## config.mk

```make
export PLATFORM = sky130hd
export DESIGN_NAME = picorv_mem_dma_flat
export DESIGN_NICKNAME = d
export VERILOG_FILES = /design/src/rtl/picorv_mem_dma_if.sv /design/src/rtl/picorv_mem_dma.sv /design/src/flat_wrapper.sv
export SDC_FILE = /design/constraint.sdc
export NUM_CORES = 1
export LEC_CHECK = 0
export ABC_AREA = 1
export ABC_CLOCK_PERIOD_IN_PS = 2700
export CORE_UTILIZATION = 56
export CTS_CLUSTER_DIAMETER = 200
export DETAILED_ROUTE_END_ITERATION = 6
export GPL_TIMING_DRIVEN = 1
export HOLD_SLACK_MARGIN = 0.12
export MAX_ROUTING_LAYER = met4
export PLACE_DENSITY_LB_ADDON = 0.05
export REMOVE_ABC_BUFFERS = 1
export SLEW_MARGIN = 20
export SYNTH_ARGS = -nofsm -noshare
export SYNTH_HDL_FRONTEND = slang
export SYNTH_SLANG_ARGS = --single-unit
```

## constraint.sdc

```tcl
create_clock -name clk -period 2.7 [get_ports clk]
set_input_delay 0.54 -clock clk [delete_from_list [all_inputs] [get_ports clk]]
set_output_delay 0.54 -clock clk [all_outputs]
set_load 0.005 [all_outputs]
```

## src/rtl/picorv_mem_dma_if.sv

```systemverilog
// picorv32 native memory bus as seen by the DMA initiator.
// master: the DMA engine, slave: the memory responder or arbiter port.
`timescale 1ns/1ps
interface picorv_mem_dma_if;
    logic        mem_valid;
    logic        mem_instr;
    logic        mem_ready;
    logic [31:0] mem_addr;
    logic [31:0] mem_wdata;
    logic [3:0]  mem_wstrb;
    logic [31:0] mem_rdata;

    modport master (
        output mem_valid, mem_instr, mem_addr, mem_wdata, mem_wstrb,
        input  mem_ready, mem_rdata
    );

    modport slave (
        input  mem_valid, mem_instr, mem_addr, mem_wdata, mem_wstrb,
        output mem_ready, mem_rdata
    );
endinterface

```

## src/rtl/picorv_mem_dma.sv

```systemverilog
// Word-copy DMA engine, initiator on the picorv32 native memory bus.
// Alternates one read and one write per word, buffering the word in mem_wdata.
// Optional fill mode is enabled by defining PICORV_DMA_FILL_EN: a command with
// cmd_fill=1 then skips reads and writes cmd_pattern to every destination word.
`timescale 1ns/1ps
module picorv_mem_dma #(
    parameter int unsigned LEN_W    = 16,
    parameter int unsigned MAX_WAIT = 255
) (
    input  logic             clk,
    input  logic             resetn,
    input  logic             cmd_valid,
    output logic             cmd_ready,
    input  logic [31:0]      cmd_src,
    input  logic [31:0]      cmd_dst,
    input  logic [LEN_W-1:0] cmd_len,
    input  logic             cmd_fill,
    input  logic [31:0]      cmd_pattern,
    output logic             busy,
    output logic             done,
    output logic             error,
    picorv_mem_dma_if.master mem
);

`ifdef PICORV_DMA_FILL_EN
    localparam bit FILL_ON = 1'b1;
`else
    localparam bit FILL_ON = 1'b0;
`endif

    localparam logic [15:0] WAIT_LAST = 16'(MAX_WAIT - 1);

    typedef enum logic [1:0] {IDLE, RD, WR} state_t;

    state_t           state, state_nx;
    logic [31:0]      src, src_nx;
    logic [31:0]      dst, dst_nx;
    logic [LEN_W-1:0] len, len_nx;
    logic             fill, fill_nx;
    logic [15:0]      wait_cnt, wait_nx;
    logic             valid_nx;
    logic [31:0]      addr_nx;
    logic [31:0]      wdata_nx;
    logic [3:0]       wstrb_nx;
    logic             busy_nx, done_nx, error_nx;
    logic             expired;

    assign cmd_ready     = (state == IDLE);
    assign mem.mem_instr = 1'b0;
    assign expired       = (wait_cnt == WAIT_LAST);

    // Next-state and next-output decode; outputs are registered below.
    // mem_wdata doubles as the one-word buffer (read data or fill pattern).
    always_comb begin
        state_nx = state;
        src_nx   = src;
        dst_nx   = dst;
        len_nx   = len;
        fill_nx  = fill;
        wait_nx  = wait_cnt;
        valid_nx = mem.mem_valid;
        addr_nx  = mem.mem_addr;
        wdata_nx = mem.mem_wdata;
        wstrb_nx = mem.mem_wstrb;
        busy_nx  = busy;
        done_nx  = 1'b0;
        error_nx = error;
        case (state)
            IDLE: begin
                if (cmd_valid) begin
                    error_nx = 1'b0;
                    if (cmd_len == '0) begin
                        done_nx = 1'b1;
                    end else begin
                        src_nx   = {cmd_src[31:2], 2'b00};
                        dst_nx   = {cmd_dst[31:2], 2'b00};
                        len_nx   = cmd_len;
                        fill_nx  = FILL_ON & cmd_fill;
                        wait_nx  = '0;
                        valid_nx = 1'b1;
                        busy_nx  = 1'b1;
                        if (FILL_ON && cmd_fill) begin
                            state_nx = WR;
                            addr_nx  = {cmd_dst[31:2], 2'b00};
                            wdata_nx = cmd_pattern;
                            wstrb_nx = '1;
                        end else begin
                            state_nx = RD;
                            addr_nx  = {cmd_src[31:2], 2'b00};
                            wstrb_nx = '0;
                        end
                    end
                end
            end
            RD: begin
                if (mem.mem_ready) begin
                    src_nx   = src + 32'd4;
                    wdata_nx = mem.mem_rdata;
                    addr_nx  = dst;
                    wstrb_nx = '1;
                    wait_nx  = '0;
                    state_nx = WR;
                end else if (expired) begin
                    valid_nx = 1'b0;
                    wstrb_nx = '0;
                    busy_nx  = 1'b0;
                    done_nx  = 1'b1;
                    error_nx = 1'b1;
                    state_nx = IDLE;
                end else begin
                    wait_nx = wait_cnt + 16'd1;
                end
            end
            WR: begin
                if (mem.mem_ready) begin
                    dst_nx  = dst + 32'd4;
                    len_nx  = len - LEN_W'(1);
                    wait_nx = '0;
                    if (len == LEN_W'(1)) begin
                        valid_nx = 1'b0;
                        wstrb_nx = '0;
                        busy_nx  = 1'b0;
                        done_nx  = 1'b1;
                        state_nx = IDLE;
                    end else if (fill) begin
                        addr_nx = dst + 32'd4;
                    end else begin
                        addr_nx  = src;
                        wstrb_nx = '0;
                        state_nx = RD;
                    end
                end else if (expired) begin
                    valid_nx = 1'b0;
                    wstrb_nx = '0;
                    busy_nx  = 1'b0;
                    done_nx  = 1'b1;
                    error_nx = 1'b1;
                    state_nx = IDLE;
                end else begin
                    wait_nx = wait_cnt + 16'd1;
                end
            end
            default: state_nx = IDLE;
        endcase
    end

    // State and registered outputs; synchronous active-low reset aborts any transfer.
    always_ff @(posedge clk) begin
        if (!resetn) begin
            state         <= IDLE;
            src           <= '0;
            dst           <= '0;
            len           <= '0;
            fill          <= 1'b0;
            wait_cnt      <= '0;
            mem.mem_valid <= 1'b0;
            mem.mem_addr  <= '0;
            mem.mem_wdata <= '0;
            mem.mem_wstrb <= '0;
            busy          <= 1'b0;
            done          <= 1'b0;
            error         <= 1'b0;
        end else begin
            state         <= state_nx;
            src           <= src_nx;
            dst           <= dst_nx;
            len           <= len_nx;
            fill          <= fill_nx;
            wait_cnt      <= wait_nx;
            mem.mem_valid <= valid_nx;
            mem.mem_addr  <= addr_nx;
            mem.mem_wdata <= wdata_nx;
            mem.mem_wstrb <= wstrb_nx;
            busy          <= busy_nx;
            done          <= done_nx;
            error         <= error_nx;
        end
    end

endmodule

```

## src/flat_wrapper.sv

```systemverilog
// flat-port wrapper written by rule: the top's interface ports become plain ports
module picorv_mem_dma_flat 
#(
    parameter int unsigned LEN_W    = 16,
    parameter int unsigned MAX_WAIT = 255
)
  (clk, resetn, cmd_valid, cmd_ready, cmd_src, cmd_dst, cmd_len, cmd_fill, cmd_pattern, busy, done, error, mem_mem_valid, mem_mem_instr, mem_mem_addr, mem_mem_wdata, mem_mem_wstrb, mem_mem_ready, mem_mem_rdata);
  picorv_mem_dma_if mem_i ();
  input  logic clk;
  input  logic resetn;
  input  logic cmd_valid;
  output logic cmd_ready;
  input  logic [31:0] cmd_src;
  input  logic [31:0] cmd_dst;
  input  logic [LEN_W-1:0] cmd_len;
  input  logic cmd_fill;
  input  logic [31:0] cmd_pattern;
  output logic busy;
  output logic done;
  output logic error;
  output wire logic [$bits(mem_i.mem_valid)-1:0] mem_mem_valid;
  output wire logic [$bits(mem_i.mem_instr)-1:0] mem_mem_instr;
  output wire logic [$bits(mem_i.mem_addr)-1:0] mem_mem_addr;
  output wire logic [$bits(mem_i.mem_wdata)-1:0] mem_mem_wdata;
  output wire logic [$bits(mem_i.mem_wstrb)-1:0] mem_mem_wstrb;
  input wire logic [$bits(mem_i.mem_ready)-1:0] mem_mem_ready;
  input wire logic [$bits(mem_i.mem_rdata)-1:0] mem_mem_rdata;
  assign mem_mem_valid = mem_i.mem_valid;
  assign mem_mem_instr = mem_i.mem_instr;
  assign mem_mem_addr = mem_i.mem_addr;
  assign mem_mem_wdata = mem_i.mem_wdata;
  assign mem_mem_wstrb = mem_i.mem_wstrb;
  assign mem_i.mem_ready = mem_mem_ready;
  assign mem_i.mem_rdata = mem_mem_rdata;
  picorv_mem_dma #(.LEN_W(LEN_W), .MAX_WAIT(MAX_WAIT)) u_core (.clk(clk), .resetn(resetn), .cmd_valid(cmd_valid), .cmd_ready(cmd_ready), .cmd_src(cmd_src), .cmd_dst(cmd_dst), .cmd_len(cmd_len), .cmd_fill(cmd_fill), .cmd_pattern(cmd_pattern), .busy(busy), .done(done), .error(error), .mem(mem_i));
endmodule
```

==> results.tsv <==
stage	metric	value	unit
timing	fmax	436	MHz
global_route	grtUsageTotal	33.9	%
worst_setup_path	endpoint_kind	flop	
layout	area_delta_synth_final	24.9	%
synth	synth_top_family_by_area	simple AND/OR/NAND/NOR gates	
synth	synthFlopType	dfxtp_1	
worst_setup_path	critPathKind	flop to flop	
synth	synthCells	1707	
route	dr.pass1.iters	5	
synth	yosys.area_share.simple	44.5	%
clock_tree	clock_path_buffers	2	
global_route	grt_overflow	0	
timing	worst_pin_slew	0.782	ns
floorplan	start_util	58.0	%
clock_tree	clock_latency	0.44	ns
clock_tree	numCtsBuffers	17	
floorplan	placeableCoreArea	0.0175	sq mm
clock_tree	postCtsSetupBuffers	0	
clock_tree	hold_buffers	0	
power	ir_worst_vdd	0.000500	V
timing	finClkSkew	0.00910	ns
power	power_density	641	mW/mm^2
synth	synth_xor_area_share	0.259	%
power	p_leak	0.00489	uW
synth	synthTopCellsByCount	nand2_1 (537), nor2_1 (375), dfxtp_1 (165), o21ai_0 (117), nand3_1 (115)	
synth	synth_compound_area_share	13.5	%
route	antenna_left	0	
layout	diodes	0	
run_status	outcome	finished clean	
global_route	grt_pass1_wl	48700	um
placed_design	port_buffers	184	
placed_design	dp_slack	0.181	ns
worst_setup_path	cp.required	3.07	ns
placed_design	place_inst	2061	
synth	synth.top_cells.by_area	dfxtp_1 (33%), nand2_1 (20%), nor2_1 (14%)	
floorplan	die_x	137	um
floorplan	pin_count	223	
synth	yosys_warnings	0	
synth	synth_top_cell_by_area	dfxtp_1	
synth	ys_seq_elements	165	
clock_tree	cts_tree	built	
global_route	grt_antenna_before_repair	0	
timing	finalSetupTns	0	ns
synth	synth_top_area_share	32.6	%
timing	maxSlewViolCount	0	
clock_tree	post_cts_resized	0	
global_route	first_global_vias	10200	
floorplan	dieArea	0.0187	sq mm
synth	synth_most_common_cell	nand2_1	
worst_setup_path	crit_path_start_kind	flop	
global_route	grt_max_degree	77	
layout	fin_util	72.5	%
clock_tree	clk_pin_slew	0.07	ns
timing	fin_ws	0.407	ns
route	routed_wl	30600	um
route	via_per_inst	5.45	
synth	synth-adder-area-share	1.23	%
clock_tree	clockRootBuffer	clkbuf_16	
floorplan	core.rowCount	48	
clock_tree	cts_max_level	4	
timing	setup_viol	0	
timing	min_period_over_period	84.9	%
worst_setup_path	critPathMaxFanout	27	
synth	synthDistinctLibCells	43	
hold_path	min_path_type	flop to flop	
placed_design	hpwl	22100	um
synth	yosysSeqAreaShare	32.6	%
placed_design	finalWeightedCongestion	0.941	
timing	relSlewSlack	47.8	%
route	drt-wirelength-per-cell	14.6	um
clock_tree	clkSinkCount	165	
synth	synth_area	0.0101	sq mm
floorplan	die_h	137	um
layout	layout.cells.non_filler	2093	
timing	hold_violations	0	
route	drt_first_iter_violations	792	
layout	layout-drive-gt1-share	5.41	%
flow_run	cap_violations	0	
worst_setup_path	crit_arrival	2.66	ns
synth	synth_edf_count	0	
synth	async_reset_ff_share	0	%
route	num_vias	11400	
route	drc_errors	0	
synth	synth_area_per_cell	5.94	sq um
layout	finalNetCount	2014	
timing	rsz0062_at_grt	no	
synth	synth_mux_area_share	0.197	%
timing	fin_crit	2.29	ns
stage by stage:
stage	total power, uW	area (sq um)	hold WS (ns)
after floorplan	4630	9720	0.452
after global placement	5690	12100	0.434
after detailed placement	5750	12100	0.447
after CTS	8110	12700	0.457
after global routing	8580	12700	0.479
final	8120	12700	0.452
metal layers:
layer | GRT usage (%) | share of wire (%) | vias to the layer above
li1 | - | - | 5776
met1 | 41.6 | 43 | 5157
met2 | 55.4 | 47 | 399
met3 | 3.07 | 5.2 | 77
met4 | 17.8 | 4.5 | 0
met5 | - | 0 | -
cells in the final DEF (no fill, tap or decap), types with 2 or more instances in the layout:
master           Yosys  routed
a211oi_2             3       3
a21oi_1             98      98
a31oi_1              4       4
buf_12               0       5
buf_4                9      22
clkbuf_16            0      17
clkdlybuf4s50_1      0     183
clkinv_2             0       2
clkinv_4             0       2
dfxtp_1            165     165
ha_1                10       7
ha_2                 0       3
inv_1               84      83
inv_2                7       8
inv_4                2       2
inv_6                0       7
inv_8                0       4
mux2i_1              2       2
nand2_1            537     537
nand2_2              2       2
nand3_1            115     115
nand3_2              2       2
nand3b_1            28      28
nand4_1             11      11
nor2_1             375     375
nor2_2               6       6
nor2_4               4       4
nor3_1               3       3
o211ai_1             2       2
o21ai_0            117     117
o21ai_1             12      12
o21bai_1             2       2
o221ai_1            14      14
or2_2                6       6
xor2_1               2       2
area by class of cell:
type | instances | area (sq um)
multi-input combinational | 1366 | 6060
sequential | 165 | 3300
timing repair buffer | 211 | 2100
clock buffer | 17 | 425
fill | 1628 | 4810
tap | 225 | 282
inverter | 94 | 358
clock inverter | 15 | 134
critical path, cell delays in order, from the launching register on:
cell	delay, ns
dfxtp_1	0.38
inv_1	0.09
ha_2	0.31
inv_4	0.29
nor2_2	0.11
a21oi_2	0.14
nand3_2	0.12
inv_2	0.39
o21ai_0	0.17
nand2_1	0.09
inv_1	0.04
nor2_1	0.09
registers in the layout, indices dropped and copies added (netlist names), 2 cells and up:
signal                cells
u_core.mem.mem_wdata     32
u_core.mem.mem_addr      31
u_core.dst               30
u_core.src               30
u_core.len               16
u_core.wait_cnt          16
u_core.mem.mem_wstrb      4
u_core.state              2
final timing paths:
check | startpoint | to | slack, ns | cells past startpoint
max | u_core.state[0] | u_core.dst[12] | 0.41 | 11
min | u_core.mem.mem_addr[1] | u_core.mem.mem_addr[1] | 0.45 | 2
max reg2reg | u_core.state[0] | u_core.dst[12] | 0.41 | 11
min reg2reg | u_core.mem.mem_addr[1] | u_core.mem.mem_addr[1] | 0.45 | 2
power by group:
group | total (uW) | internal, uW | switching (uW)
combinational | 2590 | 1110 | 1480
sequential | 3140 | 2790 | 353
clock | 2380 | 1220 | 1160
total | 8120 | 5120 | 2990
cell families (layout without fill, tap and decap cells):
group / count (synthesis) / after routing
xor+xnor: 3 / 3
flops: 165 / 165
mux: 2 / 2
buf+inv: 176 / 337
compound gates: 254 / 254
simple gates: 1096 / 1096
fa+ha+maj: 10 / 10
other cells: 1 / 1
(Power assumes the default switching activity.)
